$ cat config.mk
export PLATFORM = sky130hd
export DESIGN_NAME = wb_write_arbiter
export DESIGN_NICKNAME = d
export VERILOG_FILES = /design/src/rtl/wb_pkg.sv /design/src/rtl/wb_fifo.sv /design/src/rtl/wb_write_arbiter.sv
export SDC_FILE = /design/constraint.sdc
export NUM_CORES = 1
export LEC_CHECK = 0
export CAP_MARGIN = 25
export CORE_ASPECT_RATIO = 2
export CORE_MARGIN = 5
export CORE_UTILIZATION = 53
export CTS_BUF_LIST = sky130_fd_sc_hd__clkbuf_16
export CTS_CLUSTER_SIZE = 28
export DETAILED_ROUTE_END_ITERATION = 7
export PLACE_DENSITY = 0.89
export SKIP_CTS_REPAIR_TIMING = 1
export SKIP_LAST_GASP = 1
export SLEW_MARGIN = 20
export SYNTH_ARGS = -nofsm -noshare
export SYNTH_HDL_FRONTEND = slang
export SYNTH_HIERARCHICAL = 1
export SYNTH_SLANG_ARGS = --single-unit
$ cat constraint.sdc
create_clock -name clk -period 4.95 [get_ports clk]
set_clock_uncertainty 0.15 [all_clocks]
set_input_delay 0.7425 -clock clk [delete_from_list [all_inputs] [get_ports clk]]
set_output_delay 0.7425 -clock clk [all_outputs]
set_load 0.05 [all_outputs]
$ cat src/rtl/wb_pkg.sv
// Shared types and default widths for the register-file writeback path.
package wb_pkg;

  localparam int XLEN   = 32;
  localparam int REG_AW = 5;

  typedef struct packed {
    logic [REG_AW-1:0] rd;
    logic [XLEN-1:0]   wd;
  } wb_req_t;

  typedef enum logic [1:0] {
    SRC_NONE,
    SRC_PIPE,
    SRC_MC
  } wb_src_e;

endpackage

$ cat src/rtl/wb_fifo.sv
// Small synchronous FIFO holding long-latency results until the write port is free.
module wb_fifo #(
  parameter int W     = 37,
  parameter int DEPTH = 4
) (
  input  logic                     clk,
  input  logic                     rst_n,
  input  logic                     push,
  input  logic [W-1:0]             din,
  input  logic                     pop,
  output logic [W-1:0]             dout,
  output logic                     full,
  output logic                     empty,
  output logic [$clog2(DEPTH):0]   count
);

  localparam int AW = $clog2(DEPTH);
  localparam int CW = AW + 1;

  logic [W-1:0]  mem [DEPTH];
  logic [AW-1:0] wr_ptr;
  logic [AW-1:0] rd_ptr;
  logic          do_push;
  logic          do_pop;

  assign full    = (count == CW'(DEPTH));
  assign empty   = (count == '0);
  assign do_push = push && !full;
  assign do_pop  = pop && !empty;
  assign dout    = mem[rd_ptr];

  // Storage carries no reset; only pointers and count define validity.
  always_ff @(posedge clk) begin
    if (do_push) mem[wr_ptr] <= din;
  end

  always_ff @(posedge clk) begin
    if (!rst_n) begin
      wr_ptr <= '0;
      rd_ptr <= '0;
      count  <= '0;
    end else begin
      if (do_push) wr_ptr <= wr_ptr + 1'b1;
      if (do_pop)  rd_ptr <= rd_ptr + 1'b1;
      count <= count + CW'(do_push) - CW'(do_pop);
    end
  end

endmodule

$ cat src/rtl/wb_write_arbiter.sv
// Drives the register file write port from the pipeline WB stage (priority) and the
// long-latency result FIFO, and tracks destinations with results still outstanding.
module wb_write_arbiter #(
  parameter int XLEN     = wb_pkg::XLEN,
  parameter int REG_AW   = wb_pkg::REG_AW,
  parameter int LQ_DEPTH = 4
) (
  input  logic                 clk,
  input  logic                 rst_n,
  input  logic                 pipe_we,
  input  logic [REG_AW-1:0]    pipe_rd,
  input  logic [XLEN-1:0]      pipe_wd,
  input  logic                 mc_valid,
  output logic                 mc_ready,
  input  logic [REG_AW-1:0]    mc_rd,
  input  logic [XLEN-1:0]      mc_wd,
  input  logic                 issue_valid,
  input  logic [REG_AW-1:0]    issue_rd,
  output logic                 rf_we,
  output logic [REG_AW-1:0]    rf_rd,
  output logic [XLEN-1:0]      rf_wd,
  output logic [2**REG_AW-1:0] pend_mask,
  output logic                 issue_err
);

  import wb_pkg::*;

  localparam int NREG = 2**REG_AW;
  localparam int CW   = $clog2(LQ_DEPTH) + 1;
  localparam int QW   = REG_AW + XLEN;

  logic [QW-1:0]     head;
  logic [REG_AW-1:0] head_rd;
  logic [XLEN-1:0]   head_wd;
  logic              lq_full;
  logic              lq_empty;
  logic [CW-1:0]     lq_count;
  logic              lq_push;
  logic              lq_pop;
  wb_src_e           src;
  logic [NREG-1:0]   set_vec;
  logic [NREG-1:0]   clr_vec;
  logic              dup_issue;

  // Results for x0 are accepted on the handshake but never stored.
  assign mc_ready = (lq_count != CW'(LQ_DEPTH));
  assign lq_push  = mc_valid && !lq_full && (mc_rd != '0);
  assign lq_pop   = (src == SRC_MC);
  assign head_rd  = head[QW-1:XLEN];
  assign head_wd  = head[XLEN-1:0];

  wb_fifo #(
    .W     (QW),
    .DEPTH (LQ_DEPTH)
  ) u_lq (
    .clk   (clk),
    .rst_n (rst_n),
    .push  (lq_push),
    .din   ({mc_rd, mc_wd}),
    .pop   (lq_pop),
    .dout  (head),
    .full  (lq_full),
    .empty (lq_empty),
    .count (lq_count)
  );

  always_comb begin
    src = SRC_NONE;
    if (pipe_we && (pipe_rd != '0)) src = SRC_PIPE;
    else if (!lq_empty)             src = SRC_MC;
  end

  always_comb begin
    set_vec = '0;
    clr_vec = '0;
    if (issue_valid && (issue_rd != '0)) set_vec[issue_rd] = 1'b1;
    if (lq_pop)                          clr_vec[head_rd]  = 1'b1;
  end

  // A duplicate issue is only an error if the same edge is not retiring that rd.
  assign dup_issue = |(set_vec & pend_mask & ~clr_vec);

  always_ff @(posedge clk) begin
    if (!rst_n) begin
      rf_we     <= 1'b0;
      rf_rd     <= '0;
      rf_wd     <= '0;
      pend_mask <= '0;
      issue_err <= 1'b0;
    end else begin
      case (src)
        SRC_PIPE: begin
          rf_we <= 1'b1;
          rf_rd <= pipe_rd;
          rf_wd <= pipe_wd;
        end
        SRC_MC: begin
          rf_we <= 1'b1;
          rf_rd <= head_rd;
          rf_wd <= head_wd;
        end
        default: rf_we <= 1'b0;
      endcase
      pend_mask <= ((pend_mask & ~clr_vec) | set_vec) & ~NREG'(1);
      if (dup_issue) issue_err <= 1'b1;
    end
  end

endmodule

Word-level counts from Yosys, hierarchy flattened
Memory sizes are Yosys's and may differ from the RTL's. A register that Yosys moved wholly into a read port is not among the register bits. Index checks and enable logic that the tools add are counted.

Output and inout port bits: 72. Bits in writable memories: 148. Register bits: 78. Memories kept: 1.

Memory list: u_lq.mem (depth 4, bits a word 37, read ports 1, clocked after Yosys merged registers in 1, wr ports 1, RTL line wb_fifo.sv:20) `logic [W-1:0] mem [DEPTH];`.

Bitwise operators: 5. Add/sub/neg operators: 4. Magnitude comparators: 4. Reduce and logical (&&, ||, !) cells: 17. Mux-type cells: 15. Equality and inequality tests: 4.

Operators by type and width (number): AND 32 bit (3); two-way mux 32 bit (2); case mux 32 bit (2 select lines) (1); inverter 32 bit (1); OR 32 bit (1); OR reduction 32 bit (1); nonzero test 5 bit (3); less-than comparator 5 x 6 -> 1 bit, second input constant (2); demux 1 bit (select 5 bit) (2); greater-or-equal comparator 5 x 1 -> 1 bit, second input constant (2); case mux 5 bit (2 select lines) (1); logical AND 1 bit (8); two-way mux 2 bit (4); two-way mux 1 bit (5); adder 2 x 1 -> 2 bit, second input constant (2); adder 3 x 1 -> 3 bit (1); equality test 3 bit, second input constant (1); zero test 3 bit (1); inequality test 3 bit, second input constant (1); subtractor 3 x 1 -> 3 bit (1); equality test 2 x 1 -> 1 bit, second input constant (1); equality test 2 bit, second input constant (1); zero test 1 bit (2); nonzero test 2 bit (1); OR reduction 2 bit (1).

Longest topological paths before layout
Depth in word-level cells: 8. Gate-level depth with buffers: 13. Mapped depth without buffers: 12.

Hierarchy
Netlist, hierarchy kept.

By module, submodules not included: wb_fifo (cells each 244, times used 1, area an instance 5880.6 um^2); wb_write_arbiter (cells each 415, times used 1, area an instance 3509.6 um^2).

Worst setup path after synthesis
No wires, ideal clock.

Path kind: input -> register. Start point: input pipe_rd[3]. End point: register u_lq.count[2]. Stages on the path: 13. Arrival: 3.514 ns. Slack: 1.171 ns. Cell sequence: or4_1 > o21ai_4 > buf_2 > buf_1 > nor2b_1 > nor2b_1 > ha_1 > inv_1 > ha_1 > fa_1 > xnor2_1 > xnor2_1 > and2_1.

Longest elaborated chain between the ends: 6.

RTL lines: from (decl) (RTL line wb_write_arbiter.sv:11) `input logic [REG_AW-1:0] pipe_rd,`; nonzero test 5 bit (RTL line wb_write_arbiter.sv:69) `if (pipe_we && (pipe_rd != '0)) src = SRC_PIPE;`; logical AND 1 bit (RTL line wb_write_arbiter.sv:69); two-way mux 2 bit (RTL line wb_write_arbiter.sv:69); equality test 2 bit (RTL line wb_write_arbiter.sv:48) `assign lq_pop = (src == SRC_MC);`; via lq_pop (RTL line wb_write_arbiter.sv:39) `logic lq_pop;`; logical AND 1 bit (RTL line wb_fifo.sv:29) `assign do_pop = pop && !empty;`; via u_lq.do_pop (RTL line wb_fifo.sv:24) `logic do_pop;`; subtractor 3 x 1 -> 3 bit (RTL line wb_fifo.sv:45) `count <= count + CW'(do_push) - CW'(do_pop);`; to (signal assigned) (RTL line wb_fifo.sv:45); to (decl) (RTL line wb_fifo.sv:14) `output logic [$clog2(DEPTH):0] count`.

The timed path passes the listed nets, and every way through them passes these cells. A chain may end at the register's enable or synchronous reset.

Worst setup path in the final report
Start point: input pipe_rd[3]. End point: register issue_err.

Longest elaborated chain between the ends: 8.

RTL lines: nonzero test 5 bit (RTL line wb_write_arbiter.sv:69); logical AND 1 bit (RTL line wb_write_arbiter.sv:69); two-way mux 2 bit (RTL line wb_write_arbiter.sv:69); equality test 2 bit (RTL line wb_write_arbiter.sv:48); two-way mux 32 bit (RTL line wb_write_arbiter.sv:77) `if (lq_pop) clr_vec[head_rd] = 1'b1;`; inverter 32 bit (RTL line wb_write_arbiter.sv:81) `assign dup_issue = |(set_vec & pend_mask & ~clr_vec);`; AND 32 bit (RTL line wb_write_arbiter.sv:81); OR reduction 32 bit (RTL line wb_write_arbiter.sv:81); to (signal assigned) (RTL line wb_write_arbiter.sv:89) `issue_err <= 1'b0;`; to (signal assigned) (RTL line wb_write_arbiter.sv:105) `if (dup_issue) issue_err <= 1'b1;`; to (decl) (RTL line wb_write_arbiter.sv:23) `output logic issue_err`.

No other way between the ends.

==> metrics.md <==
| Metric | Value |
|---|---|
| GP Congestion | 0.936 |
| Status | complete, no violations |
| CTS tree | yes |
| Initial Util | 53.3% |
| Max_slew headroom | 30.9% |
| DR WL/cell | 21.7 microns |
| Crit share post-route | 71.0% |
| Yosys top cell by area | edfxtp_1 |
| CTS buffer count | 21 |
| Design area | 11700 sq um |
| Via density | 6.06 |
| Routed vias | 6207 |
| Ant. Diodes | 0 |
| DP Cell Count | 986 |
| Switching Fraction | 30.9% |
| Hold WC Path Type | register to register |
| Crit start category | input pin |
| # nets final | 887 |
| First-pass GRT wire length | 35100 microns |
| Hold Fails Final Rpt | 0 |
| Clock latency on the worst-skew pair | 500 ps |
| Internal power | 3.85 mW |
| Placed Area | 11000 sq um |
| IO Count | 156 |
| Worst-margin pin slew | 1040 ps |
| Clock Tree Root | clkbuf_16 |
| Die Y | 198 microns |
| H-tree Lvls | 1 |
| Post-synth cell types | 71 |
| NetSw | 1.72 mW |
| WS Path Type | input pin to register |
| Core ar. | 17600 sq um |
| Die footprint | 20600 sq um |
| Tot GR Track Use | 21.3% |
| Setup violators final | 0 |
| Area Overhead vs Synth | 24.6% |
| Bufs and invs on worst path | 2 |
| Worst path slowest cell | buf_4 |
| Top-count cell post-synth | edfxtp_1 |
| Syn Inst Count | 659 |
| Largest net degree at the start of global routing | 76 |
| Worst-path cell chain | clkdlybuf4s50_1 > or4_1 > o21ai_4 > buf_4 > nand3_1 > a32o_1 > a22o_1 > a311oi_1 > a31oi_1 |
| Row Count | 69 |
| Fmax | 284 MHz |
| Critical path fanouts, max | 75 |
| Syn Std Cell Area | 9390 sq um |
| Fin Hold WS | 358 ps |
| CP max stage delay | 640 ps |
| Clock share of power | 29.0% |
| Final ANT Viol Nets | 0 |
| PwrDens | 476 nW/um^2 |
| Top cells by area, synth | edfxtp_1, dfxtp_1, mux4_2, mux2i_1, a211oi_1 |
| DP HPWL | 14800 microns |
| Syn_nets | 750 |
| Gate power share | 28.2% |
| Critical path arrival | 3720 ps |
| Seq pwr share | 42.8% |
| Setup TNS | 0 ps |
| Commonest cells post-synth | edfxtp_1, dfxtp_1, nor2_1, mux2i_1, a211oi_1 |
| Delay-heaviest family, CP | buffers and inverters |
| Crit path capture type | register |
| Die width | 104 microns |
| RSZ-0062 raised after global routing | false |
| Worst vdd ir | 360 uV |
| Static Leakage | 3.97 nW |
| Asr flop ratio synth | 0% |
| CTS clk-pin slew, worst paths | 70 ps |
| Max Cap Violations | 0 |
| Max Slew Vio Count | 0 |
| GRT overflow | 0 |
| Clock buffer depth | 3 |
| #FFs+latches synth | 227 |
| Drt pass-1 iters | 5 |
| Number of antenna violations at the first check in global routing | 0 |
| Port buffer count | 154 |
| 1st-iter DRT viols | 426 |
| Drt total wl | 22300 microns |
| Tmin final | 3520 ps |
| Fin util | 66.4% |
| Final cell count without fillers | 1024 |
| Clock Sinks | 227 |
| Most used flip-flop cell after synthesis | edfxtp_1 |
| # DRC | 0 |
| Avg Inst Size Synth | 14.2 sq um |
| Register area share after synthesis | 64.2% |
| EDFF count, synth | 148 |
| Vias in the first global route | 6473 |
| Yosys warns | 6 |
| Fraction of layout cells with a size suffix above 1 | 11.0% |
| Top cell type's share of synthesized area | 47.3% |
| Critical Path RT | 5160 ps |
per-layer routing:
metal  part of all wire, %  global-route usage (%)  vias to the layer above
li1                      -                       -                     2825
met1                    40                    27.6                     3052
met2                    51                    36.2                      287
met3                   7.3                    4.54                       43
met4                   2.0                    6.53                        0
met5                     0                       0                        -
worst paths after layout:
| check | endpoint | slack, ps | cells after the start | from |
|---|---|---|---|---|
| max | issue_err$_SDFFE_PN0P_ | 1430 | 9 | pipe_rd[3] |
| min | register | 360 | 2 | u_lq/rd_ptr[1]$_SDFFE_PN0P_ |
| max reg2reg | issue_err$_SDFFE_PN0P_ | 1520 | 8 | register |
| min reg2reg | register | 360 | 2 | u_lq/rd_ptr[1]$_SDFFE_PN0P_ |
logic make-up (layout without fill, tap and decap cells):
group / Yosys count / count (layout) / synth area share [%]
flops: 227 / 227 / 64.2
fa+ha+maj: 7 / 7 / 1.01
xor+xnor: 2 / 2 / 0.187
simple gates: 165 / 165 / 8.85
buf+inv: 55 / 207 / 3.01
compound gates: 128 / 128 / 9.63
mux: 74 / 74 / 13.1
other cells: 1 / 1 / 0.0399
final cells by class:
cell class | instances | area, sq um
clock buffers | 21 | 526
clock inverters | 17 | 166
fillers | 1214 | 5920
inverters | 10 | 37.5
multi-input cells | 377 | 3090
flip-flops and latches | 227 | 6030
well taps | 213 | 267
repair buffers | 159 | 1580
power groups by stage:
| stage | clock network [mW] | logic, mW | registers (mW) |
|---|---|---|---|
| floorplan | 0 | 0.972 | 2.58 |
| global placement | 0 | 1.51 | 2.40 |
| detailed placement | 0 | 1.56 | 2.42 |
| CTS | 1.65 | 1.58 | 2.39 |
| global route | 1.73 | 1.68 | 2.40 |
| finish | 1.62 | 1.57 | 2.38 |
worst min-delay path: cells and delay by family (launching register included):
kind               cells  cell delay [ps]
DFF                    1              310
AOI/OAI and AO/OA      2              160
through the flow:
step | power [mW] | worst slack [ps]
finish | 5.57 | 1430
global route | 5.81 | 1210
CTS | 5.61 | 1450
detailed placement | 3.99 | 984
global placement | 3.92 | 1040
floorplan | 3.55 | 1170
registers in the layout (all words and copies together) (netlist names), named ones only:
register	flops
u_lq/wr_ptr	2
issue_err	1
u_lq/rd_ptr	2
rf_we	1
rf_rd	5
rf_wd	32
u_lq/mem	148
pend_mask	31
u_lq/count	3
cell usage in the layout, fill, tap and decap left out, types with 3 or more instances in the layout:
cell,count
a21oi_1,26
nand2_1,33
bufinv_16,3
buf_4,5
nand2b_1,3
clkdlybuf4s50_1,154
clkinv_1,3
mux4_2,30
nor2_1,63
nand3_1,15
nor2b_1,6
a211oi_1,35
a21boi_0,3
and2_1,5
and3_1,8
o21ai_1,6
dfxtp_1,77
and2_2,4
mux2i_1,37
o21ai_0,19
a22oi_1,11
edfxtp_1,148
and3b_1,3
ha_1,6
mux4_1,7
inv_1,12
clkbuf_16,21
No activity file was read; power rests on OpenSTA's default activity.
